[config.mk]
export PLATFORM = sky130hd
export DESIGN_NAME = unified_mem_arbiter
export DESIGN_NICKNAME = d
export VERILOG_FILES = /design/src/rtl/unified_mem_arbiter.sv
export SDC_FILE = /design/constraint.sdc
export NUM_CORES = 1
export LEC_CHECK = 0
export CORE_MARGIN = 2
export CORE_UTILIZATION = 41
export DETAILED_ROUTE_END_ITERATION = 8
export PLACE_DENSITY = 0.9
export SLEW_MARGIN = 20
export SYNTH_ARGS = -nofsm -noshare
export SYNTH_HDL_FRONTEND = slang
export SYNTH_SLANG_ARGS = --single-unit
[constraint.sdc]
create_clock -name clk -period 2.35 [get_ports clk]
set_input_delay 0.3525 -clock clk [delete_from_list [all_inputs] [get_ports clk]]
set_output_delay 0.3525 -clock clk [all_outputs]
set_load 0.01 [all_outputs]
[src/rtl/unified_mem_arbiter.sv]
// rtl/unified_mem_arbiter.sv - fetch/data arbiter in front of one shared synchronous-read memory
module unified_mem_arbiter #(
  parameter int ADDR_W     = 32,
  parameter int DATA_W     = 32,
  parameter int MEM_LAT    = 1,
  parameter int STARVE_MAX = 4
) (
  input  logic              clk,
  input  logic              rst,
  input  logic              if_req,
  input  logic [ADDR_W-1:0] if_addr,
  output logic              if_ack,
  output logic [DATA_W-1:0] if_rdata,
  input  logic              d_req,
  input  logic              d_we,
  input  logic [ADDR_W-1:0] d_addr,
  input  logic [DATA_W-1:0] d_wdata,
  output logic              d_ack,
  output logic [DATA_W-1:0] d_rdata,
  output logic              mem_en,
  output logic              mem_we,
  output logic [ADDR_W-1:0] mem_addr,
  output logic [DATA_W-1:0] mem_wdata,
  input  logic [DATA_W-1:0] mem_rdata,
  output logic              busy
);

  typedef enum logic [1:0] {S_IDLE, S_ISSUE, S_WAIT, S_RESP} state_t;

  // Wait counter only needs to reach MEM_LAT-1 (at most 3).
  localparam int              CNT_W     = 2;
  localparam logic [CNT_W-1:0] WAIT_LAST = CNT_W'(MEM_LAT - 1);
  localparam int              STRK_W    = $clog2(STARVE_MAX + 1);
  localparam logic [STRK_W-1:0] STRK_MAX = STRK_W'(STARVE_MAX);

  state_t              state_q, state_d;
  logic [CNT_W-1:0]    wait_cnt_q, wait_cnt_d;
  logic [STRK_W-1:0]   streak_q, streak_d;
  logic                gnt_data_q, gnt_data_d;   // 1 = current transaction belongs to the data side
  logic                gnt_we_q, gnt_we_d;       // 1 = current transaction is a store
  logic                mem_en_q, mem_en_d;
  logic                mem_we_q, mem_we_d;
  logic [ADDR_W-1:0]   mem_addr_q, mem_addr_d;
  logic [DATA_W-1:0]   mem_wdata_q, mem_wdata_d;
  logic                if_ack_q, if_ack_d;
  logic                d_ack_q, d_ack_d;
  logic [DATA_W-1:0]   if_rdata_q, if_rdata_d;
  logic [DATA_W-1:0]   d_rdata_q, d_rdata_d;
  logic                busy_q, busy_d;

  // Next-state and registered-output computation; every output is a flop.
  always_comb begin
    state_d     = state_q;
    wait_cnt_d  = wait_cnt_q;
    streak_d    = streak_q;
    gnt_data_d  = gnt_data_q;
    gnt_we_d    = gnt_we_q;
    mem_en_d    = 1'b0;
    mem_we_d    = 1'b0;
    mem_addr_d  = mem_addr_q;
    mem_wdata_d = mem_wdata_q;
    if_ack_d    = 1'b0;
    d_ack_d     = 1'b0;
    if_rdata_d  = if_rdata_q;
    d_rdata_d   = d_rdata_q;
    case (state_q)
      S_IDLE: begin
        // Data wins unless fetch has been passed over STARVE_MAX times in a row.
        if (d_req && (!if_req || (streak_q < STRK_MAX))) begin
          state_d     = S_ISSUE;
          gnt_data_d  = 1'b1;
          gnt_we_d    = d_we;
          mem_en_d    = 1'b1;
          mem_we_d    = d_we;
          mem_addr_d  = d_addr;
          mem_wdata_d = d_wdata;
          if (!if_req) begin
            streak_d = '0;
          end else if (streak_q != STRK_MAX) begin
            streak_d = streak_q + STRK_W'(1);
          end
        end else if (if_req) begin
          state_d    = S_ISSUE;
          gnt_data_d = 1'b0;
          gnt_we_d   = 1'b0;
          mem_en_d   = 1'b1;
          mem_we_d   = 1'b0;
          mem_addr_d = if_addr;
          streak_d   = '0;
        end
      end
      S_ISSUE: begin
        state_d    = S_WAIT;
        wait_cnt_d = '0;
      end
      S_WAIT: begin
        // Read data is valid in the last WAIT cycle; capture it and ack next cycle.
        if (wait_cnt_q == WAIT_LAST) begin
          state_d = S_RESP;
          if (gnt_data_q) begin
            d_ack_d = 1'b1;
            if (!gnt_we_q) begin
              d_rdata_d = mem_rdata;
            end
          end else begin
            if_ack_d   = 1'b1;
            if_rdata_d = mem_rdata;
          end
        end else begin
          wait_cnt_d = wait_cnt_q + CNT_W'(1);
        end
      end
      S_RESP: begin
        state_d = S_IDLE;
      end
      default: begin
        state_d = S_IDLE;
      end
    endcase
    busy_d = (state_d != S_IDLE);
  end

  // State and output registers; reset abandons any in-flight transaction.
  always_ff @(posedge clk or negedge rst) begin
    if (!rst) begin
      state_q     <= S_IDLE;
      wait_cnt_q  <= '0;
      streak_q    <= '0;
      gnt_data_q  <= 1'b0;
      gnt_we_q    <= 1'b0;
      mem_en_q    <= 1'b0;
      mem_we_q    <= 1'b0;
      mem_addr_q  <= '0;
      mem_wdata_q <= '0;
      if_ack_q    <= 1'b0;
      d_ack_q     <= 1'b0;
      if_rdata_q  <= '0;
      d_rdata_q   <= '0;
      busy_q      <= 1'b0;
    end else begin
      state_q     <= state_d;
      wait_cnt_q  <= wait_cnt_d;
      streak_q    <= streak_d;
      gnt_data_q  <= gnt_data_d;
      gnt_we_q    <= gnt_we_d;
      mem_en_q    <= mem_en_d;
      mem_we_q    <= mem_we_d;
      mem_addr_q  <= mem_addr_d;
      mem_wdata_q <= mem_wdata_d;
      if_ack_q    <= if_ack_d;
      d_ack_q     <= d_ack_d;
      if_rdata_q  <= if_rdata_d;
      d_rdata_q   <= d_rdata_d;
      busy_q      <= busy_d;
    end
  end

  assign if_ack    = if_ack_q;
  assign if_rdata  = if_rdata_q;
  assign d_ack     = d_ack_q;
  assign d_rdata   = d_rdata_q;
  assign mem_en    = mem_en_q;
  assign mem_we    = mem_we_q;
  assign mem_addr  = mem_addr_q;
  assign mem_wdata = mem_wdata_q;
  assign busy      = busy_q;

endmodule

==> metrics.md <==
| Metric | Value |
|---|---|
| DRC viols | 0 |
| Die Span Y | roughly 120 um |
| Sequential element share of the synthesized area | 0.624 |
| CTS tree | done |
| Leakage power | 3.87 nW |
| Max Freq | 0.545 GHz |
| Die area | 14,900 um2 |
| Max-cap viol count | 0 |
| WL final | ~15,000 um |
| Hold_ws | 0.399 ns |
| Post-synth net total | 574 |
| Top FF cell, synth | dfrtp_1 |
| Clock latency at the later pin of the worst-skew pair | 0.42 ns |
| Post-CTS Setup Bufs | 0 |
| Core Rows | 43 |
| Area grow syn2layout | 60.7% |
| RD Place Congestion | around 0.79 |
| Final Skew | approximately 0.012 ns |
| DRT antenna net count | 0 |
| FFs w/ async S/R, synth | 1.00 |
| CTS Sinks | 142 |
| DRT iter0 DRCs | 236 |
| Ant. Diodes | 0 |
| Core Region | 13,700 um2 |
| Nets | 843 |
| Multi-input gate area | 1960 um2 |
| Relative slew slack | 0.595 |
| Final hold violations | 0 |
| Worst min-delay path class | in2async |
| YS warnings | 0 |
| HPWL Detailed | 11,000 um |
| Req. time, crit path | 2.65 ns |
| Yosys reg bits | 142 |
| Synth cell types | 33 |
| Fillers | 957 |
| Clk slew on worst S/H paths | 0.06 ns |
| GR Overflow Total | 0 |
| Final Cycle Share | 0.780 |
| RSZ-0062 raised after global routing | no |
| All-Layer GR Usage | 0.210 |
| Clock Tree Buf Depth | 2 |
| Worst IR drop on VDD | approximately 0.00062 V |
| Setup TNS | 0 ns |
| Synth Cell Area | 5700 um2 |
| Synthesized area per cell | 13.1 um2 |
| Antenna violations before repair | 0 |
| Detailed Routing Iterations Pass 1 | 4 |
| Layout cells sized above 1 | 0.197 |
| Avg WL per Cell | approximately 17 um |
| Critical setup path kind | reg2reg |
| Least-Margin Pin Slew | 0.608 ns |
| Startpoint Class | register |
| Die W | 122 um |
| Initial Util | 0.415 |
| CTS root buf | clkbuf_16 |
| Nature of the critical path endpoint | register |
| Number of I/O port buffers | ~270 |
| Fin. max-slew vios | 0 |
| Synthesized instance count | 434 |
| Pwr per Cell Area | 1400 nW/um2 |
| Setup-failing EPs final | 0 |
| Num CTS Buffers | 17 |
| Status | completed |
| Data arrival time of the critical path | about 2.1 ns |
| Number of synthesized flops with an enable pin | 0 |
| Seq. cell area | 3550 um2 |
| Vias per inst | 4.95 |
| Total number of vias | 4,438 |
| Final min period | approximately 1.8 ns |
| Vias in the first global route | between 4,000 and 5,000 |
| Top Ports | 266 |
| Largest net degree at the start of global routing | 82 |
| CP Max Fanout | 32 |
| First-pass GRT wire length | about 24,000 um |
| H-tree levels | 4 |
-- flip-flops by register name, summed over array words and instances (netlist names), 2 cells and up --
| register | flops |
|---|---|
| mem_wdata | 32 |
| streak_q | 3 |
| d_rdata | 32 |
| state_q | 2 |
| wait_cnt_q | 2 |
| if_rdata | 32 |
| mem_addr | 32 |
-- per-layer routing --
| metal | vias up | wire length, um | global-route usage |
|---|---|---|---|
| met5 | - | 0 | 0 |
| met1 | 2198 | 5680 | 0.232 |
| met4 | 0 | 315 | 0.0869 |
| met3 | 25 | 1080 | 0.0655 |
| met2 | 176 | 8200 | 0.374 |
| li1 | 2039 | - | - |
-- cell type report --
type                    instances  area share
inverters                       8     0.00328
well taps                     180      0.0246
clock buffers                  21      0.0503
multi-input cells             261       0.214
repair buffers                273       0.302
flip-flops and latches        142       0.388
clock inverters                11      0.0179
-- stage by stage --
stage               power, mW  area [um2]  std cells  utilization  worst slack, ns
finish                   12.8        9160        896        0.668            0.516
CTS                      12.9        9160        896        0.668            0.518
floorplan                6.88        5700        434            -            0.686
global placement         9.78        8520        863        0.621            0.393
detailed placement       10.0        8520        863        0.621            0.302
global route             13.5        9160        896        0.668            0.369
-- power breakdown --
part	switching [mW]	internal [mW]
clock	1.00	1.83
combinational	2.25	3.38
sequential	0.664	3.68
total	3.91	8.88
-- worst paths after layout --
check | from | to | slack [ns] | cells after the start
hold reg to reg | mem_wdata[29] | mem_wdata[29] | 0.49 | 1
setup reg to reg | state_q[0] | mem_wdata[0] | 0.52 | 6
max in group asynchronous | rst | if_rdata[0] | 1.20 | 3
min in group clk | if_addr[14] | mem_addr[14] | 0.48 | 3
setup / recovery | state_q[0] | mem_wdata[0] | 0.52 | 6
hold / removal | rst | mem_wdata[15] | 0.40 | 2
-- placed cells by master (no fill, tap or decap), types with 2 or more instances in the layout --
cell / n
a21o_1: 3
a21oi_1: 64
a32o_1: 2
and2_1: 2
and3_1: 2
buf_12: 4
buf_4: 3
bufinv_16: 4
clkbuf_1: 2
clkbuf_16: 17
clkbuf_8: 2
clkdlybuf4s50_1: 264
clkinv_2: 4
clkinvlp_4: 2
dfrtp_1: 142
ha_1: 7
inv_1: 7
mux2_1: 2
mux2_2: 91
mux2_4: 3
nand2_1: 36
nor2_1: 33
o21ai_0: 2
-- worst max-delay path: stages (launching register included) --
cell	delay (ns)
dfrtp_1	0.40
inv_1	0.14
ha_1	0.23
nand2_1	0.11
a21oi_4	0.23
buf_12	0.24
mux2_2	0.36
-- Yosys cell counts (all sizes together) (2+ instances only) --
library cell / n / area [um2]
ha: 7 / 87.6
clkbuf: 3 / 11.3
nor2: 34 / 130
a21o: 3 / 22.5
mux2: 96 / 1090
a32o: 2 / 20.0
nand2: 36 / 135
o21ai: 3 / 18.8
a21oi: 65 / 337
and3: 2 / 12.5
and2: 2 / 12.5
dfrtp: 142 / 3550
buf: 20 / 151
inv: 8 / 30.0
-- what timing repair did --
item                                    4_1_cts  5_1_grt
gates resized for setup                       0        0
hold buffers                                  1        0
endpoints found under the setup margin        0        0
endpoints found under the hold margin        35        0
-- cell families (layout without fill, tap and decap cells) --
logic type               after synthesis  after routing  synth area share
adder cells (fa/ha/maj)                7              7            0.0154
buffers and inverters                 31            313            0.0338
flip-flops                           142            142             0.624
AND/OR/NAND/NOR                       79             79            0.0562
AO/OA/AOI/OAI                         79             79            0.0793
multiplexers                          96             96             0.192
Note: power is estimated with default switching activity, not from simulation.
